File: config.mk
export PLATFORM = sky130hd
export DESIGN_NAME = agc_lock_ctrl
export DESIGN_NICKNAME = d
export VERILOG_FILES = /design/src/rtl/agc_ctrl_pkg.sv /design/src/rtl/agc_lock_detect.sv /design/src/rtl/agc_lock_ctrl.sv
export SDC_FILE = /design/constraint.sdc
export NUM_CORES = 1
export LEC_CHECK = 0
export CAP_MARGIN = 20
export CORE_ASPECT_RATIO = 1.4
export CORE_MARGIN = 5
export CORE_UTILIZATION = 48
export CTS_BUF_LIST = sky130_fd_sc_hd__clkbuf_4 sky130_fd_sc_hd__clkbuf_8
export DETAILED_ROUTE_END_ITERATION = 12
export PLACE_DENSITY = 0.71
export RECOVER_POWER = 25
export REMOVE_ABC_BUFFERS = 1
export SLEW_MARGIN = 20
export SYNTH_ARGS = -nofsm -noshare
export SYNTH_HDL_FRONTEND = slang
export SYNTH_HIERARCHICAL = 1
export SYNTH_SLANG_ARGS = --single-unit
File: constraint.sdc
create_clock -name clk -period 5.5 [get_ports clk]
set_input_delay 1.375 -clock clk [delete_from_list [all_inputs] [get_ports clk]]
set_output_delay 1.375 -clock clk [all_outputs]
set_load 0.01 [all_outputs]
File: src/rtl/agc_ctrl_pkg.sv
// Shared definitions for the AGC lock controller: FSM state encoding and
// constant helpers used to size gains and counters.
package agc_ctrl_pkg;

  typedef enum logic [1:0] {
    ST_IDLE    = 2'd0,
    ST_ACQUIRE = 2'd1,
    ST_LOCKED  = 2'd2
  } state_e;

  function automatic int unsigned unity_gain(input int unsigned gain_point);
    return 32'd1 << gain_point;
  endfunction

  // Counters must hold the larger of the two terminal counts without wrapping.
  function automatic int unsigned cnt_width(input int unsigned a, input int unsigned b);
    return $clog2(((a > b) ? a : b) + 1);
  endfunction

endpackage

File: src/rtl/agc_lock_detect.sv
// Convergence detector: tracks successive AGC gain deltas, counting consecutive
// settled updates and total updates during acquisition.
module agc_lock_detect
  import agc_ctrl_pkg::*;
#(
  parameter int GAIN_WIDTH  = 12,
  parameter int GAIN_POINT  = 10,
  parameter int LOCK_TOL    = 4,
  parameter int LOCK_COUNT  = 8,
  parameter int ACQ_TIMEOUT = 256
) (
  input  logic                  clk,
  input  logic                  rst,
  input  logic                  clr,
  input  logic                  reload,
  input  logic                  upd,
  input  logic [GAIN_WIDTH-1:0] gain,
  output logic                  settle_done,
  output logic                  timeout_done
);

  localparam int CNT_W = int'(cnt_width(LOCK_COUNT, ACQ_TIMEOUT));
  localparam logic [CNT_W-1:0]      CNT_MAX   = '1;
  localparam logic [CNT_W-1:0]      LOCK_CNT  = CNT_W'(LOCK_COUNT);
  localparam logic [CNT_W-1:0]      TIMEO_CNT = CNT_W'(ACQ_TIMEOUT);
  localparam logic [GAIN_WIDTH-1:0] UNITY     = GAIN_WIDTH'(unity_gain(GAIN_POINT));
  localparam logic [GAIN_WIDTH:0]   TOL       = (GAIN_WIDTH+1)'(LOCK_TOL);

  logic [GAIN_WIDTH-1:0] prev_gain_q, prev_gain_d;
  logic [CNT_W-1:0]      settle_cnt_q, settle_cnt_d;
  logic [CNT_W-1:0]      upd_cnt_q, upd_cnt_d;

  logic signed [GAIN_WIDTH:0] diff;
  logic [GAIN_WIDTH:0]        diff_abs;
  logic                       settled;
  logic [CNT_W-1:0]           settle_inc;
  logic [CNT_W-1:0]           upd_inc;

  // One extra bit keeps the unsigned difference from overflowing before abs.
  assign diff     = $signed({1'b0, gain}) - $signed({1'b0, prev_gain_q});
  assign diff_abs = diff[GAIN_WIDTH] ? $unsigned(-diff) : $unsigned(diff);
  assign settled  = (diff_abs <= TOL);

  assign settle_inc = !settled                ? '0 :
                      (settle_cnt_q == CNT_MAX) ? settle_cnt_q :
                      settle_cnt_q + CNT_W'(1);
  assign upd_inc    = (upd_cnt_q == CNT_MAX) ? upd_cnt_q : upd_cnt_q + CNT_W'(1);

  // Terminal flags reflect the update being applied this cycle.
  assign settle_done  = upd & (settle_inc >= LOCK_CNT);
  assign timeout_done = upd & (upd_inc >= TIMEO_CNT);

  always_comb begin
    prev_gain_d  = prev_gain_q;
    settle_cnt_d = settle_cnt_q;
    upd_cnt_d    = upd_cnt_q;
    if (clr) begin
      prev_gain_d  = UNITY;
      settle_cnt_d = '0;
      upd_cnt_d    = '0;
    end else if (reload) begin
      prev_gain_d  = gain;
      settle_cnt_d = '0;
      upd_cnt_d    = '0;
    end else if (upd) begin
      prev_gain_d  = gain;
      settle_cnt_d = settle_inc;
      upd_cnt_d    = upd_inc;
    end
  end

  always_ff @(posedge clk) begin
    if (!rst) begin
      prev_gain_q  <= UNITY;
      settle_cnt_q <= '0;
      upd_cnt_q    <= '0;
    end else begin
      prev_gain_q  <= prev_gain_d;
      settle_cnt_q <= settle_cnt_d;
      upd_cnt_q    <= upd_cnt_d;
    end
  end

endmodule

File: src/rtl/agc_lock_ctrl.sv
// AGC sequencing controller: starts/clears the AGC, gates its sample stream,
// freezes the applied gain once converged and watches for loss of lock.
module agc_lock_ctrl
  import agc_ctrl_pkg::*;
#(
  parameter int GAIN_WIDTH  = 12,
  parameter int GAIN_POINT  = 10,
  parameter int LOCK_TOL    = 4,
  parameter int LOCK_COUNT  = 8,
  parameter int UNLOCK_TOL  = 64,
  parameter int ACQ_TIMEOUT = 256
) (
  input  logic                  clk,
  input  logic                  rst,
  input  logic                  start,
  input  logic                  stop,
  input  logic                  freeze,
  input  logic                  din_valid,
  output logic                  agc_din_valid,
  output logic                  agc_clear,
  input  logic [GAIN_WIDTH-1:0] agc_gain,
  input  logic                  agc_gain_valid,
  output logic [GAIN_WIDTH-1:0] gain_out,
  output logic                  gain_out_valid,
  output logic                  locked,
  output logic                  busy,
  output logic                  acq_timeout,
  output logic                  lock_lost
);

  localparam logic [GAIN_WIDTH-1:0] UNITY = GAIN_WIDTH'(unity_gain(GAIN_POINT));
  localparam logic [GAIN_WIDTH:0]   UTOL  = (GAIN_WIDTH+1)'(UNLOCK_TOL);

  state_e state_q, state_d;

  logic [GAIN_WIDTH-1:0] gain_out_q, gain_out_d;
  logic [GAIN_WIDTH-1:0] locked_gain_q, locked_gain_d;
  logic gain_out_valid_q, gain_out_valid_d;
  logic locked_q, locked_d;
  logic busy_q, busy_d;
  logic acq_timeout_q, acq_timeout_d;
  logic lock_lost_q, lock_lost_d;
  logic agc_clear_q, agc_clear_d;

  logic gain_upd, acq_upd, unlock_hit;
  logic go_lock, lost_evt, timeout_evt;
  logic settle_done, timeout_done;
  logic signed [GAIN_WIDTH:0] unlock_diff;
  logic [GAIN_WIDTH:0]        unlock_abs;

  // A gain strobe alongside agc_clear still carries the pre-clear gain.
  assign gain_upd    = agc_gain_valid & ~agc_clear_q;
  assign acq_upd     = gain_upd & (state_q == ST_ACQUIRE);
  assign unlock_diff = $signed({1'b0, agc_gain}) - $signed({1'b0, locked_gain_q});
  assign unlock_abs  = unlock_diff[GAIN_WIDTH] ? $unsigned(-unlock_diff) : $unsigned(unlock_diff);
  assign unlock_hit  = gain_upd & ~freeze & (state_q == ST_LOCKED) & (unlock_abs > UTOL);

  agc_lock_detect #(
    .GAIN_WIDTH (GAIN_WIDTH),
    .GAIN_POINT (GAIN_POINT),
    .LOCK_TOL   (LOCK_TOL),
    .LOCK_COUNT (LOCK_COUNT),
    .ACQ_TIMEOUT(ACQ_TIMEOUT)
  ) u_detect (
    .clk         (clk),
    .rst         (rst),
    .clr         (state_d == ST_IDLE),
    .reload      (lost_evt),
    .upd         (acq_upd),
    .gain        (agc_gain),
    .settle_done (settle_done),
    .timeout_done(timeout_done)
  );

  always_ff @(posedge clk) begin
    if (!rst) begin
      state_q <= ST_IDLE;
    end else begin
      state_q <= state_d;
    end
  end

  always_comb begin
    state_d = state_q;
    case (state_q)
      ST_IDLE: begin
        if (start) state_d = ST_ACQUIRE;
      end
      ST_ACQUIRE: begin
        if (settle_done)       state_d = ST_LOCKED;
        else if (timeout_done) state_d = ST_IDLE;
      end
      ST_LOCKED: begin
        if (unlock_hit) state_d = ST_ACQUIRE;
      end
      default: state_d = ST_IDLE;
    endcase
    if (stop) state_d = ST_IDLE;
  end

  assign go_lock     = (state_q == ST_ACQUIRE) & (state_d == ST_LOCKED);
  assign lost_evt    = (state_q == ST_LOCKED) & (state_d == ST_ACQUIRE);
  assign timeout_evt = (state_q == ST_ACQUIRE) & ~stop & timeout_done & ~settle_done;

  always_comb begin
    gain_out_d = gain_out_q;
    if (state_d == ST_IDLE) begin
      gain_out_d = UNITY;
    end else if (acq_upd) begin
      gain_out_d = agc_gain;
    end
    locked_gain_d    = go_lock ? agc_gain : locked_gain_q;
    gain_out_valid_d = (gain_out_d != gain_out_q);
    agc_clear_d      = (state_q == ST_IDLE) & start & ~stop;
    locked_d         = (state_d == ST_LOCKED);
    busy_d           = (state_d != ST_IDLE);
    acq_timeout_d    = timeout_evt;
    lock_lost_d      = lost_evt;
  end

  always_ff @(posedge clk) begin
    if (!rst) begin
      gain_out_q       <= UNITY;
      locked_gain_q    <= UNITY;
      gain_out_valid_q <= 1'b0;
      agc_clear_q      <= 1'b0;
      locked_q         <= 1'b0;
      busy_q           <= 1'b0;
      acq_timeout_q    <= 1'b0;
      lock_lost_q      <= 1'b0;
    end else begin
      gain_out_q       <= gain_out_d;
      locked_gain_q    <= locked_gain_d;
      gain_out_valid_q <= gain_out_valid_d;
      agc_clear_q      <= agc_clear_d;
      locked_q         <= locked_d;
      busy_q           <= busy_d;
      acq_timeout_q    <= acq_timeout_d;
      lock_lost_q      <= lock_lost_d;
    end
  end

  // Gating must be zero-latency, so this output bypasses the output registers.
  assign agc_din_valid  = din_valid & (state_q != ST_IDLE);
  assign agc_clear      = agc_clear_q;
  assign gain_out       = gain_out_q;
  assign gain_out_valid = gain_out_valid_q;
  assign locked         = locked_q;
  assign busy           = busy_q;
  assign acq_timeout    = acq_timeout_q;
  assign lock_lost      = lock_lost_q;

endmodule
==> results of run 1 <==
==> per-stage QoR <==
stage / total power [mW] / hold WS, ps / utilization, %
2_1_floorplan: 0.633 / 432 / -
3_3_place_gp: 0.744 / 441 / 58.1
3_5_place_dp: 0.751 / 443 / 58.1
4_1_cts: 1.16 / 454 / 61.8
5_1_grt: 1.23 / 464 / 63.8
6_report: 1.17 / 453 / 63.8
==> worst paths after layout <==
check	startpoint	endpoint	slack, ps	cells after the start
hold / removal	u_detect/prev_gain_q[11]$_SDFFE_PP0P_	u_detect/prev_gain_q[11]$_SDFFE_PP0P_	450	2
hold reg to reg	u_detect/prev_gain_q[11]$_SDFFE_PP0P_	u_detect/prev_gain_q[11]$_SDFFE_PP0P_	450	2
setup reg to reg	u_detect/prev_gain_q[0]$_SDFFE_PP0P_	gain_out_valid$_SDFF_PN0_	860	21
setup / recovery	agc_gain[0]	gain_out_valid$_SDFF_PN0_	100	23
==> state kept, by name, summed over array words and instances, names as in the netlist, 2 cells and up, named ones only <==
| signal | count |
|---|---|
| gain_out | 12 |
| locked_gain_q | 12 |
| u_detect/prev_gain_q | 12 |
| u_detect/settle_cnt_q | 9 |
| u_detect/upd_cnt_q | 5 |
| state_q | 2 |
==> cell families after synthesis <==
group,synth area share [%]
AOI/OAI and AO/OA,26.3
and+or+nand+nor,27.8
adders and majority gates,7.57
xor gates and xnor gates,5.57
muxes,1.40
buffers and inverters,6.47
DFF,24.9
==> where the power goes <==
part           internal (mW)  switching [mW]
registers              0.451         0.00225
clock network          0.209           0.187
logic                  0.152           0.171
==> critical path: cells and delay by family <==
family,cells,cell delay [ps]
AO/OA/AOI/OAI,9,1630
AND/OR/NAND/NOR,7,1610
adder cells (fa/ha/maj),2,550
buffers and inverters,4,340
XOR/XNOR,1,130
==> final cells by class <==
| type | count | share of cell area (%) |
|---|---|---|
| multi-input combinational | 525 | 56.2 |
| sequential | 62 | 18.9 |
| timing repair buffer | 126 | 16.5 |
| inverter | 49 | 2.80 |
| tap | 138 | 2.63 |
| clock buffer | 9 | 1.88 |
| clock inverter | 7 | 1.14 |
==> cells in the final DEF, fill, tap and decap left out, types with 10 or more instances in the layout <==
cell type                       Yosys  final
sky130_fd_sc_hd__xnor2_1           13     11
sky130_fd_sc_hd__a21boi_0          12     12
sky130_fd_sc_hd__inv_1             49     47
sky130_fd_sc_hd__ha_1              27     18
sky130_fd_sc_hd__nor2b_1           10     10
sky130_fd_sc_hd__dlygate4sd3_1      0     20
sky130_fd_sc_hd__a21oi_1           62     54
sky130_fd_sc_hd__nand2_1          102    101
sky130_fd_sc_hd__nand3_1           27     27
sky130_fd_sc_hd__dfxtp_1           62     62
sky130_fd_sc_hd__buf_4              0     85
sky130_fd_sc_hd__nor2_1            48     40
sky130_fd_sc_hd__o21ai_0           22     19
sky130_fd_sc_hd__xor2_1            15     12
sky130_fd_sc_hd__a21oi_2            4     11
==> what timing repair did <==
action | in CTS | in global routing
setup endpoints to repair | 20 | 21
cloned | 1 | 1
hold buffers | 0 | 0
pin swaps | 24 | 23
buffers inserted | 7 | 1
resized for setup | 35 | 38
==> layer usage <==
layer	vias to the layer above	track usage [%]	routed length, um
met2	154	41.7	7610
met3	29	3.04	660
met5	-	0	0
li1	2592	-	-
met4	0	7.37	264
met1	2531	27.5	5980
==> impl_metrics.prom, run 1 <==
# TYPE chip_impl_metric gauge
chip_impl_info{name="status",value="finished, final reports clean"} 1
chip_impl_metric{name="synth_seq_area_share",unit="%"} 24.9
chip_impl_metric{name="design_area",unit="mm^2"} 0.00657
chip_impl_metric{name="fin_crit_sh",unit="%"} 98.2
chip_impl_metric{name="cts_buffer_depth",unit=""} 2
chip_impl_metric{name="power_per_cell_area",unit="mW/mm^2"} 178
chip_impl_metric{name="post_drt_via_cell_ratio",unit=""} 5.79
chip_impl_metric{name="dp_wirelength",unit="mm"} 10.9
chip_impl_metric{name="number_of_filler_cells_placed_in_the_layout",unit=""} 895
chip_impl_metric{name="first_global_vias",unit=""} 5037
chip_impl_metric{name="gr-usage-all-layers",unit="%"} 22.9
chip_impl_info{name="endpoint_kind",value="flip-flop"} 1
chip_impl_metric{name="tritoncts_num_sinks",unit=""} 62
chip_impl_metric{name="finalSetupViolCount",unit=""} 0
chip_impl_metric{name="synth.ff_latch_count",unit=""} 62
chip_impl_info{name="postSynth.topFlopCell",value="sky130_fd_sc_hd__dfxtp_1"} 1
chip_impl_metric{name="worst-slew-pin-transition",unit="ps"} 828
chip_impl_metric{name="dp_cells",unit=""} 890
chip_impl_metric{name="timing.fmax",unit="MHz"} 185
chip_impl_metric{name="synthToLayoutAreaGrowth",unit="%"} 31.8
chip_impl_metric{name="finalNetCount",unit=""} 821
chip_impl_metric{name="max-vdd-ir-drop",unit="mV"} 0.171
chip_impl_metric{name="io_buffer_count",unit=""} 37
chip_impl_metric{name="ios",unit=""} 38
chip_impl_info{name="most_frequent_cell_after_synthesis",value="sky130_fd_sc_hd__nand2_1"} 1
chip_impl_metric{name="instances_no_fill",unit=""} 916
chip_impl_metric{name="first_pass_iters",unit=""} 5
chip_impl_metric{name="synth-async-reset-ratio",unit="%"} 0
chip_impl_metric{name="global_route_wire_length_before_repair",unit="mm"} 23.1
chip_impl_info{name="crit_path_start_kind",value="input port"} 1
chip_impl_metric{name="fp.dieH",unit="um"} 131
chip_impl_metric{name="num_antenna_cells",unit=""} 0
chip_impl_metric{name="drc_errors",unit=""} 0
chip_impl_metric{name="row_count",unit=""} 44
chip_impl_metric{name="ant_nets",unit=""} 0
chip_impl_metric{name="shortest_period_the_worst_path_allows",unit="ps"} 5400
chip_impl_metric{name="fin_setup_tns",unit="ps"} 0
chip_impl_metric{name="final_layout_size_suffix_gt1_share",unit="%"} 23.9
chip_impl_metric{name="syn-mean-instance-area",unit="um^2"} 7.54
chip_impl_metric{name="worstPathArrival",unit="ps"} 5630
chip_impl_metric{name="pre_cts_ws",unit="ps"} -701
chip_impl_metric{name="cts.reportedPaths.clkPinSlew",unit="ps"} 80
chip_impl_metric{name="finalWeightedCongestion",unit=""} 0.942
chip_impl_metric{name="finalClockSkew",unit="ps"} 11.7
chip_impl_info{name="critical_path_class",value="input port to flip-flop"} 1
chip_impl_metric{name="detail_route.wl_per_cell",unit="um"} 15.8
chip_impl_metric{name="detail_route.iter0.violations",unit=""} 280
chip_impl_metric{name="clock_insertion_delay_worst_skew",unit="ps"} 350
chip_impl_metric{name="critPathMaxStageDelay",unit="ps"} 510
chip_impl_info{name="hold_path_class",value="flip-flop to flip-flop"} 1
chip_impl_metric{name="coreArea",unit="mm^2"} 0.0103
chip_impl_metric{name="final_critical_path_setup_slack",unit="ps"} 99.2
chip_impl_metric{name="final_max_slew_viol_count",unit=""} 0
chip_impl_metric{name="area.sequential",unit="mm^2"} 0.00124
chip_impl_info{name="crit_chain",value="clkbuf_2 -> inv_2 -> ha_2 -> inv_2 -> fa_2 -> a21o_1 -> a21oi_4 -> xnor2_2 -> nor3_4 -> a21oi_2 -> or4b_1 -> a32oi_1 -> nand4_1 -> nor2_4 -> a21oi_1 -> nor2_1 -> nor2_1 -> nor2_2 -> buf_6 -> o21ai_0 -> a22oi_1 -> o211ai_1 -> o41a_1"} 1
chip_impl_metric{name="finalHoldViolations",unit=""} 0
chip_impl_metric{name="largest_net_degree_at_the_start_of_global_routing",unit=""} 20
chip_impl_metric{name="area_occupied_by_multi_input_gates",unit="mm^2"} 0.00369
chip_impl_metric{name="yosys_warnings",unit=""} 6
chip_impl_metric{name="synth-edff-count",unit=""} 0
chip_impl_metric{name="sum_of_overflow_across_all_layers_after_global_routing",unit=""} 0
chip_impl_metric{name="floorplan.die_area",unit="mm^2"} 0.0126
chip_impl_metric{name="dr_total_vias",unit=""} 5306
chip_impl_metric{name="cts_inserted_buffers",unit=""} 9
chip_impl_metric{name="h_tree_depth",unit=""} 3
chip_impl_metric{name="static-leakage-power",unit="nW"} 2.55
chip_impl_metric{name="post-synth-top-area-fraction",unit="%"} 24.9
chip_impl_info{name="synthTopCellsByArea",value="sky130_fd_sc_hd__dfxtp_1 (25%), sky130_fd_sc_hd__nand2_1 (7.7%), sky130_fd_sc_hd__ha_1 (6.8%)"} 1
chip_impl_info{name="synth.top_cells.by_count",value="sky130_fd_sc_hd__nand2_1 (102), sky130_fd_sc_hd__a21oi_1 (62), sky130_fd_sc_hd__dfxtp_1 (62)"} 1
chip_impl_metric{name="antenna_found_initial",unit=""} 0
chip_impl_metric{name="initial_core_utilization",unit="%"} 48.5
chip_impl_info{name="clock_tree.root_cell",value="sky130_fd_sc_hd__clkbuf_8"} 1
chip_impl_metric{name="cp_data_required_time",unit="ps"} 5730
chip_impl_metric{name="critical_path_peak_fanout",unit=""} 6
chip_impl_metric{name="drv.max_cap_violation_count",unit=""} 0
chip_impl_metric{name="die_w",unit="um"} 96.2
chip_impl_metric{name="route.final.wire_length",unit="mm"} 14.5
chip_impl_metric{name="placement.cell_area",unit="mm^2"} 0.00599
chip_impl_info{name="clock_tree_from_tritoncts",value="built"} 1
chip_impl_metric{name="syn_inst",unit=""} 662
chip_impl_metric{name="synth.lib_cells_used.distinct",unit=""} 91
chip_impl_info{name="synth_area_leader_cell",value="sky130_fd_sc_hd__dfxtp_1"} 1
chip_impl_info{name="critical_path.slowest_cell",value="sky130_fd_sc_hd__or4b_1"} 1
chip_impl_metric{name="post_synthesis_instance_area",unit="mm^2"} 0.00499
chip_impl_metric{name="slew_headroom",unit="%"} 44.6
No activity file was read; power rests on OpenSTA's default activity.
==> run 2: changes to the inputs <==
--- a/config.mk
+++ b/config.mk
@@ -5,7 +5,7 @@
 export SDC_FILE = /design/constraint.sdc
 export NUM_CORES = 1
 export LEC_CHECK = 0
-export CAP_MARGIN = 20
+export CAP_MARGIN = 5
 export CORE_ASPECT_RATIO = 1.4
 export CORE_MARGIN = 5
 export CORE_UTILIZATION = 48
==> results of run 2 <==
Final layout, timing and power as in run 1 (identical DEF).
